`src/rtl/tl_pkg.sv`:
```
// ----------------------------------------------------------------------------
// tl_pkg
// Shared types and constants for the two-road traffic-light phase sequencer.
//   tl_state_e  : phase encoding, also driven out on tl_phase_ctrl.phase
//   LAMP_*      : one-hot lamp patterns {R,Y,G}
//   tl_next_state() : successor in the normal six-phase cycle
// ----------------------------------------------------------------------------
package tl_pkg;

  typedef enum logic [2:0] {
    ST_XG    = 3'd0,  // X green
    ST_XY    = 3'd1,  // X yellow
    ST_AR1   = 3'd2,  // all red, X -> Y changeover
    ST_YG    = 3'd3,  // Y green
    ST_YY    = 3'd4,  // Y yellow
    ST_AR2   = 3'd5,  // all red, Y -> X changeover
    ST_FLASH = 3'd6   // maintenance flash
  } tl_state_e;

  localparam logic [2:0] LAMP_R   = 3'b100;
  localparam logic [2:0] LAMP_Y   = 3'b010;
  localparam logic [2:0] LAMP_G   = 3'b001;
  localparam logic [2:0] LAMP_OFF = 3'b000;

  // Normal cycle order. FLASH is left via its own exit path, never through
  // this function; it maps to XG only as a safe fallback.
  function automatic tl_state_e tl_next_state(input tl_state_e s);
    tl_state_e n;
    case (s)
      ST_XG:   n = ST_XY;
      ST_XY:   n = ST_AR1;
      ST_AR1:  n = ST_YG;
      ST_YG:   n = ST_YY;
      ST_YY:   n = ST_AR2;
      ST_AR2:  n = ST_XG;
      default: n = ST_XG;
    endcase
    return n;
  endfunction

endpackage

```
`src/rtl/tl_tick_gen.sv`:
```
// ----------------------------------------------------------------------------
// tl_tick_gen
// Prescaler producing the one-second tick for the phase sequencer.
// Ports:
//   clk      in  system clock
//   rst_n    in  asynchronous active-low reset
//   sec_tick out registered one-cycle pulse, high in the cycle after the
//                prescaler reaches CLK_DIV-1 (first tick CLK_DIV cycles
//                after reset release)
// ----------------------------------------------------------------------------
module tl_tick_gen #(
  parameter int CLK_DIV = 50
) (
  input  logic clk,
  input  logic rst_n,
  output logic sec_tick
);

  localparam int PW = (CLK_DIV > 2) ? $clog2(CLK_DIV) : 1;
  localparam logic [PW-1:0] PRESC_MAX = PW'(CLK_DIV - 1);

  logic [PW-1:0] presc_q, presc_d;
  logic          tick_q, tick_d;

  always_comb begin
    presc_d = (presc_q == PRESC_MAX) ? '0 : presc_q + 1'b1;
    tick_d  = (presc_q == PRESC_MAX);
  end

  always_ff @(posedge clk or negedge rst_n) begin
    if (!rst_n) begin
      presc_q <= '0;
      tick_q  <= 1'b0;
    end else begin
      presc_q <= presc_d;
      tick_q  <= tick_d;
    end
  end

  assign sec_tick = tick_q;

endmodule

```
`src/rtl/tl_phase_ctrl.sv`:
```
// ----------------------------------------------------------------------------
// tl_phase_ctrl
// Six-phase sequencer for a two-road intersection with pedestrian request
// handling and a flash/maintenance override. All outputs are registered.
// Ports:
//   clk       in   system clock
//   rst_n     in   asynchronous active-low reset
//   ped_req   in   pedestrian request (level)
//   flash_en  in   flash override request (level)
//   light_x   out  X lamps, one-hot {R,Y,G}
//   light_y   out  Y lamps, one-hot {R,Y,G}
//   count     out  ticks remaining in current phase minus one
//   phase     out  current state (tl_state_e encoding)
//   sec_tick  out  one-cycle pulse per tick
//   ped_ack   out  one-cycle pulse when a pending request is served
// ----------------------------------------------------------------------------
module tl_phase_ctrl
  import tl_pkg::*;
#(
  parameter int CLK_DIV = 50,
  parameter int TG_X    = 30,
  parameter int TG_Y    = 15,
  parameter int TY      = 3,
  parameter int TR      = 1,
  parameter int TPED    = 8,
  parameter int PED_CUT = 5
) (
  input  logic       clk,
  input  logic       rst_n,
  input  logic       ped_req,
  input  logic       flash_en,
  output logic [2:0] light_x,
  output logic [2:0] light_y,
  output logic [7:0] count,
  output logic [2:0] phase,
  output logic       sec_tick,
  output logic       ped_ack
);

  // Durations stored as "ticks minus one" so count==0 marks the last tick.
  localparam logic [7:0] TG_X_M1    = 8'(TG_X - 1);
  localparam logic [7:0] TG_Y_M1    = 8'(TG_Y - 1);
  localparam logic [7:0] TY_M1      = 8'(TY - 1);
  localparam logic [7:0] TR_M1      = 8'(TR - 1);
  localparam logic [7:0] TPED_M1    = 8'(TPED - 1);
  localparam logic [7:0] PED_CUT_M1 = 8'(PED_CUT - 1);

  logic tick;

  tl_tick_gen #(
    .CLK_DIV (CLK_DIV)
  ) u_tick_gen (
    .clk      (clk),
    .rst_n    (rst_n),
    .sec_tick (tick)
  );

  tl_state_e  state_q, state_d;
  logic [7:0] count_q, count_d;
  logic       blink_q, blink_d;
  logic       pending_q, pending_d;
  logic       ack_q, ack_d;
  logic [2:0] light_x_q, light_x_d;
  logic [2:0] light_y_q, light_y_d;

  tl_state_e  adv_state;
  logic [7:0] adv_count;
  logic       adv_is_ar;
  logic       in_green;

  // --------------------------------------------------------------------------
  // State register
  // --------------------------------------------------------------------------
  always_ff @(posedge clk or negedge rst_n) begin
    if (!rst_n) begin
      state_q   <= ST_XG;
      count_q   <= TG_X_M1;
      blink_q   <= 1'b0;
      pending_q <= 1'b0;
      ack_q     <= 1'b0;
      light_x_q <= LAMP_G;
      light_y_q <= LAMP_R;
    end else begin
      state_q   <= state_d;
      count_q   <= count_d;
      blink_q   <= blink_d;
      pending_q <= pending_d;
      ack_q     <= ack_d;
      light_x_q <= light_x_d;
      light_y_q <= light_y_d;
    end
  end

  // --------------------------------------------------------------------------
  // Next-state logic
  // --------------------------------------------------------------------------
  // Successor and its load value for a normal phase expiry. The all-red
  // phases stretch to TPED when they are serving a pedestrian request.
  always_comb begin
    adv_state = tl_next_state(state_q);
    adv_is_ar = (adv_state == ST_AR1) || (adv_state == ST_AR2);
    case (adv_state)
      ST_XG:   adv_count = TG_X_M1;
      ST_XY:   adv_count = TY_M1;
      ST_YG:   adv_count = TG_Y_M1;
      ST_YY:   adv_count = TY_M1;
      ST_AR1,
      ST_AR2:  adv_count = pending_q ? TPED_M1 : TR_M1;
      default: adv_count = TG_X_M1;
    endcase
    in_green = (state_q == ST_XG) || (state_q == ST_YG);
  end

  always_comb begin
    state_d   = state_q;
    count_d   = count_q;
    blink_d   = blink_q;
    // A request is latched on any cycle; the clear below only fires on the
    // serving tick and re-reads ped_req so a simultaneous set wins.
    pending_d = pending_q | ped_req;
    ack_d     = 1'b0;

    if (tick) begin
      if (flash_en) begin
        // Entering FLASH starts with lamps lit; staying in FLASH toggles.
        state_d = ST_FLASH;
        count_d = 8'd0;
        blink_d = (state_q == ST_FLASH) ? ~blink_q : 1'b1;
      end else if (state_q == ST_FLASH) begin
        // Recovery always uses the short all-red, and does not serve a
        // held request; that waits for the next normal changeover.
        state_d = ST_AR2;
        count_d = TR_M1;
        blink_d = 1'b0;
      end else if (count_q == 8'd0) begin
        state_d = adv_state;
        count_d = adv_count;
        if (adv_is_ar && pending_q) begin
          pending_d = ped_req;
          ack_d     = 1'b1;
        end
      end else if (in_green && pending_q && (count_q > PED_CUT_M1)) begin
        count_d = PED_CUT_M1;
      end else begin
        count_d = count_q - 8'd1;
      end
    end
  end

  // --------------------------------------------------------------------------
  // Output logic: lamps are decoded from the next state so that the lamp
  // registers change on the same edge as the phase register.
  // --------------------------------------------------------------------------
  always_comb begin
    light_x_d = LAMP_R;
    light_y_d = LAMP_R;
    case (state_d)
      ST_XG: begin
        light_x_d = LAMP_G;
        light_y_d = LAMP_R;
      end
      ST_XY: begin
        light_x_d = LAMP_Y;
        light_y_d = LAMP_R;
      end
      ST_YG: begin
        light_x_d = LAMP_R;
        light_y_d = LAMP_G;
      end
      ST_YY: begin
        light_x_d = LAMP_R;
        light_y_d = LAMP_Y;
      end
      ST_FLASH: begin
        light_x_d = blink_d ? LAMP_Y : LAMP_OFF;
        light_y_d = blink_d ? LAMP_Y : LAMP_OFF;
      end
      default: begin
        light_x_d = LAMP_R;
        light_y_d = LAMP_R;
      end
    endcase
  end

  assign light_x  = light_x_q;
  assign light_y  = light_y_q;
  assign count    = count_q;
  assign phase    = state_q;
  assign sec_tick = tick;
  assign ped_ack  = ack_q;

endmodule

```
`config.mk`:
```
export PLATFORM = sky130hd
export DESIGN_NAME = tl_phase_ctrl
export DESIGN_NICKNAME = d
export VERILOG_FILES = /design/src/rtl/tl_pkg.sv /design/src/rtl/tl_tick_gen.sv /design/src/rtl/tl_phase_ctrl.sv
export SDC_FILE = /design/constraint.sdc
export NUM_CORES = 1
export LEC_CHECK = 0
export CORE_MARGIN = 2
export CORE_UTILIZATION = 45
export CTS_CLUSTER_DIAMETER = 200
export DETAILED_ROUTE_END_ITERATION = 8
export GPL_TIMING_DRIVEN = 0
export HOLD_SLACK_MARGIN = 0.06
export PLACE_DENSITY = 0.69
export SYNTH_ARGS = -nofsm -noshare
export SYNTH_HDL_FRONTEND = slang
export SYNTH_SLANG_ARGS = --single-unit
export TNS_END_PERCENT = 10
```
`constraint.sdc`:
```
create_clock -name clk -period 2.35 [get_ports clk]
set_input_delay 0.47 -clock clk [delete_from_list [all_inputs] [get_ports clk]]
set_output_delay 0.47 -clock clk [all_outputs]
set_load 0.01 [all_outputs]
```
* After elaboration in Yosys (flattened, before gate mapping) *
Index checks and enable logic that the tools add are counted.

cells by class
  magnitude comparators = 1
  bitwise logic cells = 2
  $add $sub $neg = 2
  eq/ne operators = 15
  reduce and logical (&&, ||, !) cells = 10
  mux-type cells = 29

operators with widths
  kind                                                                              count
  8-bit two-way mux                                                                 4
  3-bit equality test (second input constant)                                       6
  3-bit one-hot mux with 3 select lines                                             2
  3-bit by 2-bit equality test with 1-bit output (second input constant)            5
  3-bit two-way mux                                                                 5
  3-bit one-hot mux with 5 select lines                                             1
  5-bit one-hot mux with 3 select lines                                             1
  1-bit two-way mux                                                                 14
  3-bit by 1-bit equality test with 1-bit output (second input constant)            3
  8-bit by 3-bit greater-than comparator with 1-bit output (second input constant)  1
  8-bit zero test                                                                   1
  8-bit by 1-bit subtractor with 8-bit output (second input constant)               1
  6-bit by 1-bit adder with 6-bit output (second input constant)                    1
  6-bit equality test (second input constant)                                       1
  3-bit zero test                                                                   2
  6-bit two-way mux                                                                 1
  2-bit OR reduction                                                                2
  1-bit logical AND                                                                 3
  1-bit logical OR                                                                  2
  2-bit two-way mux                                                                 1
  1-bit NOT                                                                         1
  1-bit bitwise OR                                                                  1

word-level totals
  output and inout port bits = 19
  input bits = 4
  logic and storage cells = 68
  bits in registers = 27

* Depth between registers and ports, before layout *
  word-level depth = 10
  mapped depth = 9
  depth with buffers taken out = 8

* Cells and area by module *
From an unflattened synthesis, not the netlist that was laid out.

unflattened totals
  cell total of the unflattened synthesis = 151
  area, all modules = 1511.4 sq um

by module, submodules not included
  module         instances  cells each  area each (sq um)
  tl_phase_ctrl  1          124         1201.2
  tl_tick_gen    1          27          310.3

* Worst setup path before layout *
Ideal clock, no wire load.

  path type = register to register
  from = register count_q[0], in the netlist count[0]
  to = register count_q[5], in the netlist count[5]
  path slack = 0.210 ns
  data arrival time = 2.076 ns
  data required time = 2.286 ns
  stages on the path, launching flop included = 10
  setup time = 0.064 ns
  period minus slack after synthesis = 2.140 ns
  cell sequence = dfstp_2 > inv_1 > ha_1 > nor3b_1 > and2_1 > buf_2 > or3_1 > buf_2 > nor4_1 > a21o_1

between the ends
  word-level cells in the longest chain between the ends = 6

ends and longest elaborated chain
  what                                                      line                  source
  start, declared                                           tl_phase_ctrl.sv:59   logic [7:0] count_q, count_d;
  start signal, assigned                                    tl_phase_ctrl.sv:85   count_q <= count_d;
  8-bit by 3-bit greater-than comparator with 1-bit output  tl_phase_ctrl.sv:142  end else if (in_green && pending_q && (count_q > PED_CUT_M1)) begin
  1-bit logical AND                                         tl_phase_ctrl.sv:142
  8-bit two-way mux                                         tl_phase_ctrl.sv:142
  8-bit two-way mux *                                       tl_phase_ctrl.sv:135  end else if (count_q == 8'd0) begin
  8-bit two-way mux *                                       tl_phase_ctrl.sv:129  end else if (state_q == ST_FLASH) begin
  8-bit two-way mux *                                       tl_phase_ctrl.sv:124  if (flash_en) begin

Mark *: on every way between the ends. The rest lies on a longest branch, timed or not.
A chain may end at the register's enable or synchronous reset.

* Final worst setup path *
Ends and elaborated chain as after synthesis.

==> flow_metrics.tcl <==
set metrics [dict create \
    cap_violations 0 \
    clk_pin_slew_ns 0.14 \
    io-pin-count 23 \
    ys_seq_area_frac 0.476 \
    yosysWarningCount 0 \
    avgSynthCellArea_um2 9.39 \
    area_growth_pct 21.8 \
    p_switching_uw 144 \
    track_usage 0.187 \
    required_ns 2.63 \
    final_design_area_no_fill_um2 1750 \
    antenna_found_initial 0 \
    start_kind "flop" \
    finalPower_uw 680 \
    worstSetupStartpoint "count[0]" \
    finalSetupViolCount 0 \
    nNetsFinal 188 \
    placed_area_um2 1710 \
    crit_chain "inv_1 > ha_1 > nor3b_2 > and2_1 > buf_2 > or3_1 > buf_2 > o21ai_0 > a21o_1" \
    routedWlPerCell_um 13.7 \
    start_util 0.470 \
    cp_slowest_cell "dfstp_2" \
    final_cell_mix "clkdlybuf4s50_1, dfrtp_1, nor2_1" \
    dr.pass1.iters 4 \
    rsz0062_at_grt "true" \
    peakVddDrop_mv 0.262 \
    cts_buffers 3 \
    dr.max_layer_used "met4" \
    fin_skew_ns 0.00188 \
    drtIter0Drc 45 \
    met1_length_mm 1.38 \
    clk_latency_ns 0.32 \
    synthCells 153 \
    hold_path_class "flop to flop" \
    grt_pass1_wl_mm 5.13 \
    wl_met2_mm 1.51 \
    drive_above_1_share 0.0838 \
    synth_top_cell_area_share 0.366 \
    port_buffers 22 \
    postCtsHoldBufs 0 \
    dpl.hpwl_mm 2.26 \
    period_minus_slack_ns 2.28 \
    relSlewSlack 0.217 \
    critPathMaxStageDelay_ns 0.58 \
    ant_nets 0 \
    worst_path_most_repeated_cell "buf_2" \
    diodes 0 \
    max_freq_ghz 0.438 \
    gp_congestion 0.832 \
    r2r_setup_slack_ns 0.07 \
    via_count 1221 \
    swShare 0.211 \
    vias_per_cell 5.48 \
    grt_max_degree 28 \
    crit_path_end_kind "flop" \
    coreArea_um2 3050 \
    dieArea_um2 3660 \
    wl_met3_um 100 \
    ff2ff_path_depth 9 \
    outcome "finished clean" \
    die_w_um 60.5 \
    tns_ns 0 \
    num_rows 20 \
    seqPwrFrac 0.684 \
    worst_ep_arrival_time_ns 2.56 \
    route.detailed.drc 0 \
    fp.dieH_um 60.5 \
    grt_pass1_vias 1159 \
    p_comb_frac 0.020 \
    period_share 0.972 \
    synth_area_leaders "dfrtp_1, dfstp_2, nor2_1, o21ai_0, ha_1" \
    syn_area_um2 1440 \
    postCtsSetupRepairBufs 0 \
    final_common_cell "clkdlybuf4s50_1" \
    yosys.cell_types.count 42 \
    grt_overflow 0 \
    ys_ff_latch 27 \
    syn_nets 161 \
    reg2reg_from "count[0]" \
    p_int_uw 537 \
    whs_ns 0.512 \
    cp_max_fo 8 \
    cp-endpoint "count[5]" \
    root_buffer "clkbuf_4" \
    tightestPinTransition_ns 1.17 \
    yosys.area.top_type "dfrtp_1" \
    htree_levels 1 \
    wl_mm 3.05 \
    cts_tree "yes" \
    rr_endpoint "count[5]" \
    cts.path.max_buffers 2 \
    n_fill_cell 296 \
    p_leak_nw 0.756 \
    power-per-cell-area_nw_per_um2 389 \
    finalHoldViolCount 0 \
    p_clk_frac 0.296 \
    path_class "flop to flop" \
    clock_sinks 27 \
    maxSlewViolCount 0 \
]
==> routing by layer <==
layer  global-route usage  up-vias
met1                0.243      594
met3               0.0235        7
met5                    0        -
met2                0.315       32
li1                     -      588
met4               0.0776        0
==> how the worst min path moves through the flow <==
| stage | start | end | slack [ns] | cells past startpoint |
|---|---|---|---|---|
| 2_1_floorplan | rst_n | blink_q | 0.17 | 0 |
| 3_3_place_gp | u_tick_gen.presc_q[0] | u_tick_gen.presc_q[0] | 0.48 | 1 |
| 3_5_place_dp | u_tick_gen.presc_q[0] | u_tick_gen.presc_q[0] | 0.50 | 1 |
| 4_1_cts | u_tick_gen.presc_q[0] | u_tick_gen.presc_q[0] | 0.52 | 1 |
| 5_1_grt | u_tick_gen.presc_q[0] | u_tick_gen.presc_q[0] | 0.54 | 1 |
| 6_report | u_tick_gen.presc_q[0] | u_tick_gen.presc_q[0] | 0.51 | 1 |
==> layout make-up <==
class / instances / area [um2] / share of cell area
multi-input cells: 108 / 694 / 0.397
flip-flops and latches: 27 / 683 / 0.391
repair buffers: 22 / 220 / 0.126
well taps: 44 / 55.1 / 0.0315
inverters: 10 / 37.5 / 0.0215
plain buffers: 8 / 32.5 / 0.0186
clock buffers: 4 / 26.3 / 0.0150
==> synth_stat cells <==
| master | n |
|---|---|
| o21ai_1 | 1 |
| xnor2_1 | 4 |
| nor3_1 | 7 |
| nand4b_1 | 1 |
| and3_1 | 1 |
| nor4_1 | 2 |
| dfrtp_1 | 21 |
| nand2b_1 | 6 |
| ha_1 | 4 |
| nand3_1 | 3 |
| o211ai_1 | 2 |
| o21ai_0 | 12 |
| dfstp_2 | 6 |
| a211oi_1 | 1 |
| a221o_1 | 1 |
| nor4_4 | 1 |
| a311oi_2 | 1 |
| a211o_1 | 2 |
| clkbuf_1 | 6 |
| o31ai_1 | 1 |
| nor4b_1 | 1 |
| a2111oi_0 | 1 |
| nor2b_1 | 3 |
| buf_2 | 2 |
| a21oi_1 | 5 |
| or3_1 | 1 |
| o32ai_1 | 1 |
| nand4_1 | 2 |
| nor3b_1 | 2 |
| a221oi_1 | 1 |
| inv_1 | 10 |
| o22ai_1 | 1 |
| nand2_1 | 9 |
| a31oi_1 | 1 |
| o41ai_1 | 1 |
| and4_1 | 1 |
| and2_1 | 3 |
| xor2_1 | 3 |
| a21o_1 | 2 |
| nor2_1 | 17 |
| o21bai_1 | 2 |
| o2bb2ai_1 | 1 |
==> power groups by stage <==
| stage | clock, mW | sequential (mW) | combinational (mW) |
|---|---|---|---|
| floorplan | 0 | 0.474 | 0.000532 |
| global placement | 0 | 0.474 | 0.0143 |
| detailed placement | 0 | 0.474 | 0.0148 |
| CTS | 0.211 | 0.465 | 0.0148 |
| global route | 0.225 | 0.466 | 0.0161 |
| finish | 0.201 | 0.465 | 0.0138 |
==> logic make-up (layout without fill, tap and decap cells) <==
logic type | count (synthesis) | count (layout) | share of synthesized area
simple gates | 60 | 60 | 0.225
buf+inv | 18 | 44 | 0.0488
flops | 27 | 27 | 0.476
xor+xnor | 7 | 7 | 0.0427
fa+ha+maj | 4 | 4 | 0.0348
compound gates | 37 | 37 | 0.173
==> registers in the layout (all words and copies together), names as in the netlist <==
| register | cells |
|---|---|
| count | 8 |
| u_tick_gen.presc_q | 6 |
| light_x | 3 |
| light_y | 3 |
| phase | 3 |
| blink_q | 1 |
| ped_ack | 1 |
| pending_q | 1 |
| u_tick_gen.sec_tick | 1 |
==> timing repair <==
action                     4_1_cts  5_1_grt
setup endpoints to repair        0        8
resized for setup                0        2
hold endpoints to repair         0        0
==> worst max-delay path, delay by kind of cell (launching register included) <==
kind	cells	cell delay, ns
simple gates	3	0.71
fa+ha+maj	1	0.22
flops	1	0.58
compound gates	2	0.32
buf+inv	3	0.41
==> metrics by stage <==
stage,cells,util,worst slack [ns]
floorplan,153,-,0.210
global placement,219,0.561,0.0834
detailed placement,219,0.561,-0.00882
CTS,223,0.569,0.0114
global route,223,0.573,-0.0418
finish,223,0.573,0.0667
Power figures use the tool's default switching activity.
